==> src/rtl/ucc_violation_handler.sv <==
// Response end of the UCC protection monitors: latches the violation cause, drives a timed
// reset pulse into the core and waits for execution to restart at the reset handler.
module ucc_violation_handler #(
    parameter logic [15:0] RESET_HANDLER   = 16'h0000,
    parameter int unsigned RESET_CYCLES    = 4,
    parameter int unsigned RESTART_TIMEOUT = 64,
    parameter int unsigned CNT_W           = 8
) (
    input  logic             clk,
    input  logic             system_reset_n,
    input  logic             viol_stack,
    input  logic             viol_region,
    input  logic [15:0]      pc,
    input  logic             cause_clr,
    output logic             cpu_reset,
    output logic [1:0]       viol_cause,
    output logic [CNT_W-1:0] viol_count,
    output logic             busy
);

    typedef enum logic [1:0] {StIdle, StAssert, StWaitPc} state_e;

    localparam logic [3:0] HoldLoad    = 4'(RESET_CYCLES - 1);
    localparam logic [7:0] RestartLast = 8'(RESTART_TIMEOUT - 1);

    state_e           state;
    logic [3:0]       hold_timer;
    logic [7:0]       restart_timer;
    logic             violation;
    logic [1:0]       cause_set;
    logic [CNT_W-1:0] count_inc;

    assign violation = viol_stack | viol_region;
    assign cause_set = viol_cause | {viol_region, viol_stack};
    // Saturate at all-ones rather than wrap, so attestation never under-reports.
    assign count_inc = (&viol_count) ? viol_count : viol_count + CNT_W'(1);

    always_ff @(posedge clk or negedge system_reset_n) begin
        if (!system_reset_n) begin
            state         <= StIdle;
            cpu_reset     <= 1'b0;
            viol_cause    <= 2'b00;
            viol_count    <= '0;
            busy          <= 1'b0;
            hold_timer    <= 4'd0;
            restart_timer <= 8'd0;
        end else begin
            unique case (state)
                StIdle: begin
                    if (violation) begin
                        state      <= StAssert;
                        busy       <= 1'b1;
                        cpu_reset  <= 1'b1;
                        viol_cause <= cause_set;
                        viol_count <= count_inc;
                        hold_timer <= HoldLoad;
                    end else if (cause_clr) begin
                        viol_cause <= 2'b00;
                    end
                end

                // Violations here are ignored: the core is already held in reset.
                StAssert: begin
                    if (hold_timer == 4'd0) begin
                        state         <= StWaitPc;
                        cpu_reset     <= 1'b0;
                        restart_timer <= 8'd0;
                    end else begin
                        hold_timer <= hold_timer - 4'd1;
                    end
                end

                StWaitPc: begin
                    if (violation) begin
                        state      <= StAssert;
                        cpu_reset  <= 1'b1;
                        viol_cause <= cause_set;
                        viol_count <= count_inc;
                        hold_timer <= HoldLoad;
                    end else if (pc == RESET_HANDLER) begin
                        state <= StIdle;
                        busy  <= 1'b0;
                    end else if (restart_timer == RestartLast) begin
                        // Core never reached the handler: reset it again without blaming a monitor.
                        state      <= StAssert;
                        cpu_reset  <= 1'b1;
                        hold_timer <= HoldLoad;
                    end else begin
                        restart_timer <= restart_timer + 8'd1;
                    end
                end

                default: begin
                    state     <= StIdle;
                    busy      <= 1'b0;
                    cpu_reset <= 1'b0;
                end
            endcase
        end
    end

    a_reset_implies_busy: assert property (@(posedge clk) disable iff (!system_reset_n)
        cpu_reset |-> busy);

endmodule
==> config.mk <==
export PLATFORM = sky130hd
export DESIGN_NAME = ucc_violation_handler
export DESIGN_NICKNAME = d
export VERILOG_FILES = /design/src/rtl/ucc_violation_handler.sv
export SDC_FILE = /design/constraint.sdc
export NUM_CORES = 1
export LEC_CHECK = 0
export ABC_AREA = 1
export BUFFER_PORTS_ARGS = -buffer_cell sky130_fd_sc_hd__buf_2
export CAP_MARGIN = 20
export CORE_UTILIZATION = 35
export DETAILED_ROUTE_END_ITERATION = 10
export PLACE_DENSITY = 0.63
export SYNTH_ARGS = -nofsm -noshare
export SYNTH_HDL_FRONTEND = slang
export SYNTH_SLANG_ARGS = --single-unit
==> constraint.sdc <==
create_clock -name clk -period 2.4 [get_ports clk]
set_input_delay 0.24 -clock clk [delete_from_list [all_inputs] [get_ports clk]]
set_output_delay 0.24 -clock clk [all_outputs]
set_load 0.05 [all_outputs]
==> results of run 1 <==
==> metal layers <==
metal	global-route usage, %	vias to the layer above	part of all wire (%)	routed length, µm
met1	21.6	574	53	1610
met4	7.03	0	1.8	54
met5	0	-	0	0
met2	21.1	36	41	1260
met3	1.50	5	4.1	124
li1	-	693	-	-
==> Yosys cell counts <==
master,number
o21ai_2,1
nand3_4,1
nor2_1,21
dfrtp_1,26
o21ai_0,4
nand2_2,3
nand3b_1,4
ha_1,4
a31oi_1,1
nand3_2,2
nor2_4,3
nand4_1,5
xor2_1,8
nand3_1,17
a21oi_4,1
xnor2_1,4
inv_2,4
inv_1,19
nand4_4,1
nand2_1,55
nor3_1,3
a21oi_1,5
and2_1,1
nor3_2,1
==> flip-flops by register name (all words and copies together) (netlist names) <==
signal         flops
restart_timer      8
viol_count         8
hold_timer         4
state              2
viol_cause         2
busy               1
cpu_reset          1
==> final cells by class <==
type | instances | area (µm²)
multi-input cells | 145 | 806
clock buffers | 3 | 41.3
flip-flops and latches | 26 | 651
fillers | 432 | 2270
repair buffers | 33 | 170
well taps | 50 | 62.6
inverters | 23 | 86.3
clock inverters | 1 | 30.0
==> power by group through the flow <==
stage               logic, mW  clock network, mW  registers [mW]
floorplan               0.516                  0           0.964
global placement        0.996                  0           0.712
detailed placement       1.00                  0           0.707
CTS                      1.01              0.374           0.702
global route             1.12              0.386           0.725
finish                   1.00              0.363           0.703
==> per-stage QoR <==
step,power (mW),setup slack [ns],std cells,hold WS [ns]
final,2.07,0.790,281,0.148
after global routing,2.23,0.686,281,0.158
after CTS,2.08,0.784,281,0.144
after detailed placement,1.71,0.823,276,0.284
after global placement,1.71,0.822,276,0.279
after floorplan,1.48,0.755,194,-0.0556
==> worst max-delay path by stage <==
stage                             to  slack (ns)
CTS                 restart_timer[3]        0.78
floorplan              viol_count[7]        0.76
global route           hold_timer[2]        0.69
finish              restart_timer[3]        0.79
global placement    restart_timer[2]        0.82
detailed placement  restart_timer[3]        0.82
==> cell families (layout without fill, tap and decap cells) <==
logic type	count (synthesis)	in the layout	synth area share, %
compound gates	12	12	4.95
simple gates	117	117	37.2
buf+inv	23	60	5.60
xor+xnor	12	12	6.81
flops	26	26	42.2
fa+ha+maj	4	4	3.24
==> repair_timing <==
item | in CTS | in global routing
hold buffers | 1 | 0
buffers inserted | 0 | 0
endpoints found under the hold margin | 26 | 0
setup endpoints to repair | 0 | 0
==> flow_metrics.env, run 1 <==
export IMPL_grt_max_degree=27
export IMPL_worst_slew_margin_pct=59.8
export IMPL_stdcell_area_um2=1850
export IMPL_worst_path_max_delay_cell="dfrtp_1"
export IMPL_num_vias=1308
export IMPL_grt_setup_unrepaired="no"
export IMPL_clock_insertion_delay_worst_skew_ns=0.27
export IMPL_place_gp_congestion=0.782
export IMPL_run_status="complete, no violations"
export IMPL_worst_hold_path_num_cells=2
export IMPL_yosys_register_bits=26
export IMPL_sequential_cell_fraction_of_total_power_pct=34.0
export IMPL_via_per_inst=4.65
export IMPL_timing_rr_start="hold_timer[0]"
export IMPL_cts_root_buffer="clkbuf_8"
export IMPL_coreArea_um2=4120
export IMPL_synthesis_area_um2=1540
export IMPL_post_synth_cell_area_avg_um2=7.95
export IMPL_critical_path_top_delay_family="simple AND/OR/NAND/NOR gates"
export IMPL_resized_cells_post_cts=0
export IMPL_place_area_um2=1770
export IMPL_final_common_cell="nand2_1"
export IMPL_grt_antenna_before_repair=0
export IMPL_cp_data_arrival_time_ns=1.77
export IMPL_power_density_nw_per_um2=1120
export IMPL_critical_path_startpoint_type="register"
export IMPL_power_frac_clock_pct=17.6
export IMPL_worst_r2r_cell_count=9
export IMPL_final_hold_violation_count=0
export IMPL_cp_depth=9
export IMPL_timing_rr_end="restart_timer[3]"
export IMPL_htreeDepth=1
export IMPL_reg2reg_slack_ns=0.79
export IMPL_cp_startpoint="hold_timer[0]"
export IMPL_start_util_pct=37.5
export IMPL_synth_top_area_share_pct=42.2
export IMPL_utilization_pct=44.9
export IMPL_grt_overflow=0
export IMPL_cp_end_kind="register"
export IMPL_slew_violations=0
export IMPL_post_route_min_period_ns=1.61
export IMPL_critical_path_fanouts_max=9
export IMPL_critical_path_cell_chain="inv_1 -> ha_1 -> nand3_1 -> nor3_2 -> inv_2 -> nand2_2 -> nand3_4 -> nand2_1 -> nand2_1"
export IMPL_drt_drc_violations_left=0
export IMPL_place_hpwl_mm=2.27
export IMPL_fin_crit_sh_pct=67.1
export IMPL_worstPathRequired_ns=2.56
export IMPL_die_x_um=68.4
export IMPL_timing_max_cap_violations=0
export IMPL_min_delay_worst_endpoint="viol_cause[1]"
export IMPL_first_pass_grt_wire_length_mm=5.04
export IMPL_tritoncts_clock_tree="yes"
export IMPL_cts_buffer_depth=2
export IMPL_combinational_share_of_power_pct=48.4
export IMPL_critical_path_s_most_frequent_cell="nand2_1"
export IMPL_finClkSkew_ns=0.00906
export IMPL_numPortBuffers=32
export IMPL_net_switching_power_uw=965
export IMPL_cts_buffers_inserted=3
export IMPL_fp_dieArea_um2=4680
export IMPL_final_nets=257
export IMPL_yosys_warnings=0
export IMPL_syn_inst=194
export IMPL_cell_internal_power_mw=1.10
export IMPL_final_layout_size_suffix_gt1_share_pct=22.9
export IMPL_grt_pass1_vias=1170
export IMPL_synth_yosys_seq_area_share_pct=42.2
export IMPL_synthesized_netlist_net_count=219
export IMPL_detail_route_first_pass_iterations=4
export IMPL_totalWireLength_mm=3.05
export IMPL_power_leakage_nw=0.956
export IMPL_clock_fmax_ghz=0.621
export IMPL_worst_setup_path_type="reg2reg"
export IMPL_post_synth_main_area_contributors="dfrtp_1, nand2_1, nand3_1, nor2_1, inv_1"
export IMPL_critical_path_max_stage_delay_ns=0.40
export IMPL_wire_per_inst_um=10.9
export IMPL_ys_types=24
export IMPL_vdd_ir_drop_worst_mv=0.853
export IMPL_dieHeight_um=68.4
export IMPL_placementRows=23
export IMPL_setup_viol=0
export IMPL_min_delay_path_class="in2reg"
export IMPL_clkTransAtPathRegs_ns=0.09
export IMPL_ios=33
export IMPL_cp_buffers_inverters=2
export IMPL_grtUsageTotal_pct=14.6
export IMPL_drt_initial_drc_count=45
export IMPL_clkSinkCount=26
export IMPL_sw_frac_of_total_pct=46.7
export IMPL_most_common_layout_cells="nand2_1, buf_2, dfrtp_1"
export IMPL_layout_area_overhead_vs_synth_pct=19.7
export IMPL_worstMarginPinSlew_ns=0.601
export IMPL_hold_start="cause_clr"
export IMPL_post_synth_top_area_cell="dfrtp_1"
export IMPL_detail_route_antenna_nets=0
export IMPL_number_of_antenna_repair_diodes=0
export IMPL_fin_tns_setup_ns=0
No activity file was read; power rests on OpenSTA's default activity.
==> run 2: changes to the inputs <==
==> constraint.sdc (replaced) <==
create_clock -name clk -period 1.6 [get_ports clk]
set_input_delay 0.16 -clock clk [delete_from_list [all_inputs] [get_ports clk]]
set_output_delay 0.16 -clock clk [all_outputs]
set_load 0.05 [all_outputs]
==> run 2 against run 1 <==
Compared with the run above:
- fmax increased by 6.6%
- non-clock buffer count increased by 6
- cell count increased by 2.1%
- total power increased by 54%
- clock skew increased by 0.0045 ns
- flip-flop and latch count unchanged
- utilization increased by 2.1 points
- cell area increased by 4.6%
- register-to-register slack got worse by 0.70 ns
- first-iteration DRC count increased by 110%
==> flow_metrics.env, run 2 (synthesis results as in run 1) <==
export IMPL_cp_data_arrival_time_ns=1.67
export IMPL_grt_overflow=0
export IMPL_place_hpwl_mm=2.40
export IMPL_critical_path_top_delay_family="simple AND/OR/NAND/NOR gates"
export IMPL_grtUsageTotal_pct=15.0
export IMPL_critical_path_cell_chain="ha_2 -> nand3_2 -> nor2_4 -> nand2_2 -> nand2_2 -> clkinvlp_4 -> nand3b_1 -> nand2_1"
export IMPL_drt_initial_drc_count=94
export IMPL_worstPathRequired_ns=1.76
export IMPL_fin_crit_sh_pct=94.4
export IMPL_dr_wl_met3_um=82
export IMPL_grt_max_degree=27
export IMPL_worstMarginPinSlew_ns=0.587
export IMPL_post_route_min_period_ns=1.51
export IMPL_top_regs="restart_timer x8, viol_count x8, hold_timer x4"
export IMPL_ff_latch_area_um2=653
export IMPL_fin_tns_setup_ns=0
export IMPL_clkSinkCount=26
export IMPL_power_density_nw_per_um2=1650
export IMPL_cp_buffers_inverters=1
export IMPL_start_util_pct=37.5
export IMPL_wire_per_inst_um=11.1
export IMPL_cp_end_kind="register"
export IMPL_critical_path_startpoint_type="register"
export IMPL_utilization_pct=46.9
export IMPL_number_of_antenna_repair_diodes=0
export IMPL_cts_root_buffer="clkbuf_8"
export IMPL_n_fill_cell=412
export IMPL_critical_path_max_stage_delay_ns=0.39
export IMPL_placementRows=23
export IMPL_grt_pass1_vias=1197
export IMPL_multi_input_comb_area_um2=840
export IMPL_fin_total_pwr_mw=3.19
export IMPL_detail_route_wirelength_met1_mm=1.52
export IMPL_power_leakage_nw=0.969
export IMPL_num_vias=1332
export IMPL_clkTransAtPathRegs_ns=0.10
export IMPL_first_pass_grt_wire_length_mm=5.20
export IMPL_vdd_ir_drop_worst_mv=0.573
export IMPL_run_status="complete, no violations"
export IMPL_min_delay_path_class="in2reg"
export IMPL_worst_setup_path_type="reg2reg"
export IMPL_ios=33
export IMPL_coreArea_um2=4120
export IMPL_detail_route_first_pass_iterations=4
export IMPL_clock_insertion_delay_worst_skew_ns=0.28
export IMPL_htreeDepth=1
export IMPL_tritoncts_clock_tree="yes"
export IMPL_setup_viol=0
export IMPL_slew_violations=0
export IMPL_wl_met2_mm=1.57
export IMPL_finalWorstSetupSlack_ns=0.0892
export IMPL_critical_path_s_most_frequent_cell="nand2_2"
export IMPL_final_common_cell="nand2_1"
export IMPL_final_nets=263
export IMPL_worst_slew_margin_pct=60.7
export IMPL_drt_drc_violations_left=0
export IMPL_grt_antenna_before_repair=0
export IMPL_worst_setup_timing_slack_at_the_placement_stage_ns=0.0377
export IMPL_placedCellCount=278
export IMPL_dieHeight_um=68.4
export IMPL_timing_max_cap_violations=0
export IMPL_via_per_inst=4.64
export IMPL_cts_buffer_depth=2
export IMPL_clock_fmax_ghz=0.662
export IMPL_finClkSkew_ns=0.0136
export IMPL_fp_dieArea_um2=4680
export IMPL_most_common_layout_cells="nand2_1, buf_2, dfrtp_1"
export IMPL_final_cells=287
export IMPL_numPortBuffers=32
export IMPL_place_gp_congestion=0.773
export IMPL_critical_path_fanouts_max=8
export IMPL_final_hold_violation_count=0
export IMPL_final_layout_size_suffix_gt1_share_pct=29.1
export IMPL_die_x_um=68.4
export IMPL_top_signal_layer_used="met4"
export IMPL_worst_path_max_delay_cell="dfrtp_1"
export IMPL_detail_route_antenna_nets=0
export IMPL_totalWireLength_mm=3.18
export IMPL_layout_area_overhead_vs_synth_pct=25.2
export IMPL_cts_buffers_inserted=3
run 2: cell count changes in the layout (fill, tap and decap cells not counted), moves of 2 or more:
| cell | previous run | this run |
|---|---|---|
| dfrtp_1 | 26 | 24 |
| inv_1 | 19 | 17 |
| nand3_1 | 17 | 14 |
| nand3_2 | 2 | 5 |
| dfrtp_2 | 0 | 2 |
| buf_4 | 0 | 6 |
run 2: layout make-up:
cell class	count	area share (%)
Multi-Input combinational cell	145	43.5
Sequential cell	26	33.8
Timing Repair Buffer	39	11.1
Inverter	23	4.66
Tap cell	50	3.24
Clock buffer	3	2.14
Clock inverter	1	1.55
run 2: what timing repair did:
item                       4_1_cts  5_1_grt
setup endpoints to repair        1       13
pin swaps                        0        3
hold buffers                     1        0
setup buffers                    0        4
hold endpoints to repair        26        0
resized for setup                1        9
run 2: path summary, 6_finish.rpt:
kind,from,to,slack [ns],depth (start not counted)
worst min-delay path,cause_clr,viol_cause[1],0.07,2
min in group asynchronous,system_reset_n,restart_timer[6],0.41,2
max in group asynchronous,system_reset_n,viol_count[0],0.75,2
worst min register to register,cpu_reset,cpu_reset,0.49,2
worst max register to register,restart_timer[1],restart_timer[3],0.09,8
worst max-delay path,restart_timer[1],restart_timer[3],0.09,8
run 2: worst reg2reg max path: stages, from the launching register on:
cell and delay, ns:
dfrtp_1 0.39, ha_2 0.21, nand3_2 0.11, nor2_4 0.15
nand2_2 0.07, nand2_2 0.10, clkinvlp_4 0.18, nand3b_1 0.14
nand2_1 0.06
run 2: report_power, final:
| group | internal, mW | switching, mW |
|---|---|---|
| sequential | 0.866 | 0.195 |
| combinational | 0.514 | 1.07 |
| clock | 0.335 | 0.207 |
| total | 1.71 | 1.47 |
run 2: metrics by stage:
step | hold WS [ns] | area (µm²)
detailed placement | 0.195 | 1780
global route | 0.0648 | 1930
floorplan | -0.136 | 1550
global placement | 0.197 | 1780
CTS | 0.0674 | 1870
finish | 0.0748 | 1930
run 2: routing by layer:
metal  track usage, %  up-vias
li1                 -      708
met1             20.0      609
met2             24.3       13
met3             4.17        2
met4             2.34        0
met5                0        -
==> run 3: changes to the inputs <==
--- a/config.mk
+++ b/config.mk
@@ -10,7 +10,7 @@
 export CAP_MARGIN = 20
 export CORE_UTILIZATION = 35
 export DETAILED_ROUTE_END_ITERATION = 10
-export PLACE_DENSITY = 0.63
+export PLACE_DENSITY = 0.59
 export SYNTH_ARGS = -nofsm -noshare
 export SYNTH_HDL_FRONTEND = slang
 export SYNTH_SLANG_ARGS = --single-unit
==> run 3 against run 2 <==
Compared with the run above:
- fmax fell by 1.5%
- setup slack got worse by 0.023 ns
- wire length down 3.4%
- die area unchanged
- via count decreased by 1.9%
- sequential share of layout area is 0.44 points higher
- clock power shrank 21%
- critical path depth is the same
- critical endpoint is now restart_timer[7]
- largest cell class unchanged
==> flow_metrics.env, run 3 (synthesis results as in run 1) <==
export IMPL_reg2reg_slack_ns=0.07
export IMPL_finClkSkew_ns=0.00132
export IMPL_cts_buffers_inserted=3
export IMPL_clock_insertion_delay_worst_skew_ns=0.27
export IMPL_worst_slew_margin_pct=57.9
export IMPL_tritoncts_clock_tree="yes"
export IMPL_critical_path_fanouts_max=8
export IMPL_final_hold_violation_count=0
export IMPL_worst_hold_path_num_cells=2
export IMPL_min_delay_worst_endpoint="viol_cause[0]"
export IMPL_top_regs="restart_timer x8, viol_count x8, hold_timer x4"
export IMPL_cp_end_kind="register"
export IMPL_hold_start="cause_clr"
export IMPL_worst_setup_path_type="reg2reg"
export IMPL_grt_overflow=0
export IMPL_critical_path_startpoint_type="register"
export IMPL_number_of_antenna_repair_diodes=0
export IMPL_dieHeight_um=68.4
export IMPL_drt_initial_drc_count=53
export IMPL_power_density_nw_per_um2=1600
export IMPL_utilization_pct=46.3
export IMPL_fp_dieArea_um2=4680
export IMPL_clkSinkCount=26
export IMPL_num_vias=1307
export IMPL_coreArea_um2=4120
export IMPL_die_x_um=68.4
export IMPL_grt_antenna_before_repair=0
export IMPL_slew_violations=0
export IMPL_start_util_pct=37.5
export IMPL_finalWorstSetupSlack_ns=0.0663
export IMPL_n_fill_cell=420
export IMPL_final_layout_size_suffix_gt1_share_pct=28.5
export IMPL_stdcell_area_um2=1910
export IMPL_cts_root_buffer="clkbuf_8"
export IMPL_first_pass_grt_wire_length_mm=5.14
export IMPL_fin_crit_sh_pct=95.9
export IMPL_setup_viol=0
export IMPL_timing_rr_end="restart_timer[7]"
export IMPL_ios=33
export IMPL_grtUsageTotal_pct=14.7
export IMPL_wire_per_inst_um=10.8
export IMPL_post_route_min_period_ns=1.53
export IMPL_timing_rr_start="restart_timer[0]"
export IMPL_numPortBuffers=32
export IMPL_detail_route_first_pass_iterations=4
export IMPL_power_leakage_nw=0.957
export IMPL_detail_route_antenna_nets=0
export IMPL_min_delay_path_class="in2reg"
export IMPL_place_area_um2=1780
export IMPL_vdd_ir_drop_worst_mv=0.571
export IMPL_place_gp_congestion=0.754
export IMPL_totalWireLength_mm=3.07
export IMPL_clock_fmax_ghz=0.652
export IMPL_placedCellCount=277
export IMPL_most_common_layout_cells="nand2_1, buf_2, dfrtp_1"
export IMPL_final_cells=285
export IMPL_cts_buffer_depth=2
export IMPL_run_status="complete, no violations"
export IMPL_placementRows=23
export IMPL_fin_total_pwr_mw=3.04
export IMPL_htreeDepth=1
export IMPL_timing_max_cap_violations=0
export IMPL_final_nets=261
export IMPL_grt_pass1_vias=1217
export IMPL_worstPathRequired_ns=1.77
export IMPL_cp_data_arrival_time_ns=1.70
export IMPL_final_common_cell="nand2_1"
export IMPL_drt_drc_violations_left=0
export IMPL_worst_r2r_cell_count=8
export IMPL_via_per_inst=4.59
export IMPL_grt_setup_unrepaired="yes"
export IMPL_grt_max_degree=27
export IMPL_worstMarginPinSlew_ns=0.629
export IMPL_layout_area_overhead_vs_synth_pct=23.6
export IMPL_cp_startpoint="restart_timer[0]"
export IMPL_worst_setup_timing_slack_at_the_placement_stage_ns=0.0978
export IMPL_place_hpwl_mm=2.29
export IMPL_clkTransAtPathRegs_ns=0.09
[run 3: final cells by class]
cell class | count | area (µm²) | area share (%)
Clock buffer | 4 | 55.1 | 2.89
Sequential cell | 26 | 653 | 34.3
Multi-Input combinational cell | 145 | 846 | 44.4
Timing Repair Buffer | 37 | 200 | 10.5
Inverter | 23 | 90.1 | 4.72
Tap cell | 50 | 62.6 | 3.28
[run 3: how the worst max path moves through the flow]
stage / endpoint / slack (ns)
floorplan: viol_count[7] / 0.07
global placement: hold_timer[3] / 0.09
detailed placement: viol_count[5] / 0.1
CTS: hold_timer[1] / 0.07
global route: restart_timer[3] / -0.03
finish: restart_timer[7] / 0.07
[run 3: critical path, cell delays in order, from the launching register on]
cell        delay [ns]
dfrtp_1           0.40
ha_2              0.21
nand3_2           0.09
nor2_2            0.15
nand2_2           0.11
nand2_4           0.09
clkinvlp_4        0.17
nand3b_1          0.14
nand2_1           0.05
[run 3: routing by layer]
| metal | vias up | global-route usage, % | part of all wire, % |
|---|---|---|---|
| met4 | 0 | 3.13 | 0.75 |
| met1 | 591 | 18.0 | 48 |
| met2 | 9 | 25.4 | 49 |
| met5 | - | 0 | 0 |
| met3 | 2 | 4.17 | 2.6 |
| li1 | 705 | - | - |
[run 3: what timing repair did]
item	4_1_cts	5_1_grt
hold endpoints to repair	26	0
endpoints found under the setup margin	0	16
hold buffers	1	0
gates resized for setup	0	10
buffers inserted	0	3
[run 3: report_power, final]
group	internal, mW	switching [mW]	total (mW)
registers	0.866	0.193	1.06
clock network	0.220	0.209	0.429
logic	0.499	1.06	1.55
[run 3: metrics by stage]
| stage | TNS [ns] | hold slack [ns] |
|---|---|---|
| floorplan | 0 | -0.136 |
| global placement | 0 | 0.201 |
| detailed placement | 0 | 0.204 |
| CTS | 0 | 0.0793 |
| global route | -0.119 | 0.0772 |
| finish | 0 | 0.0823 |
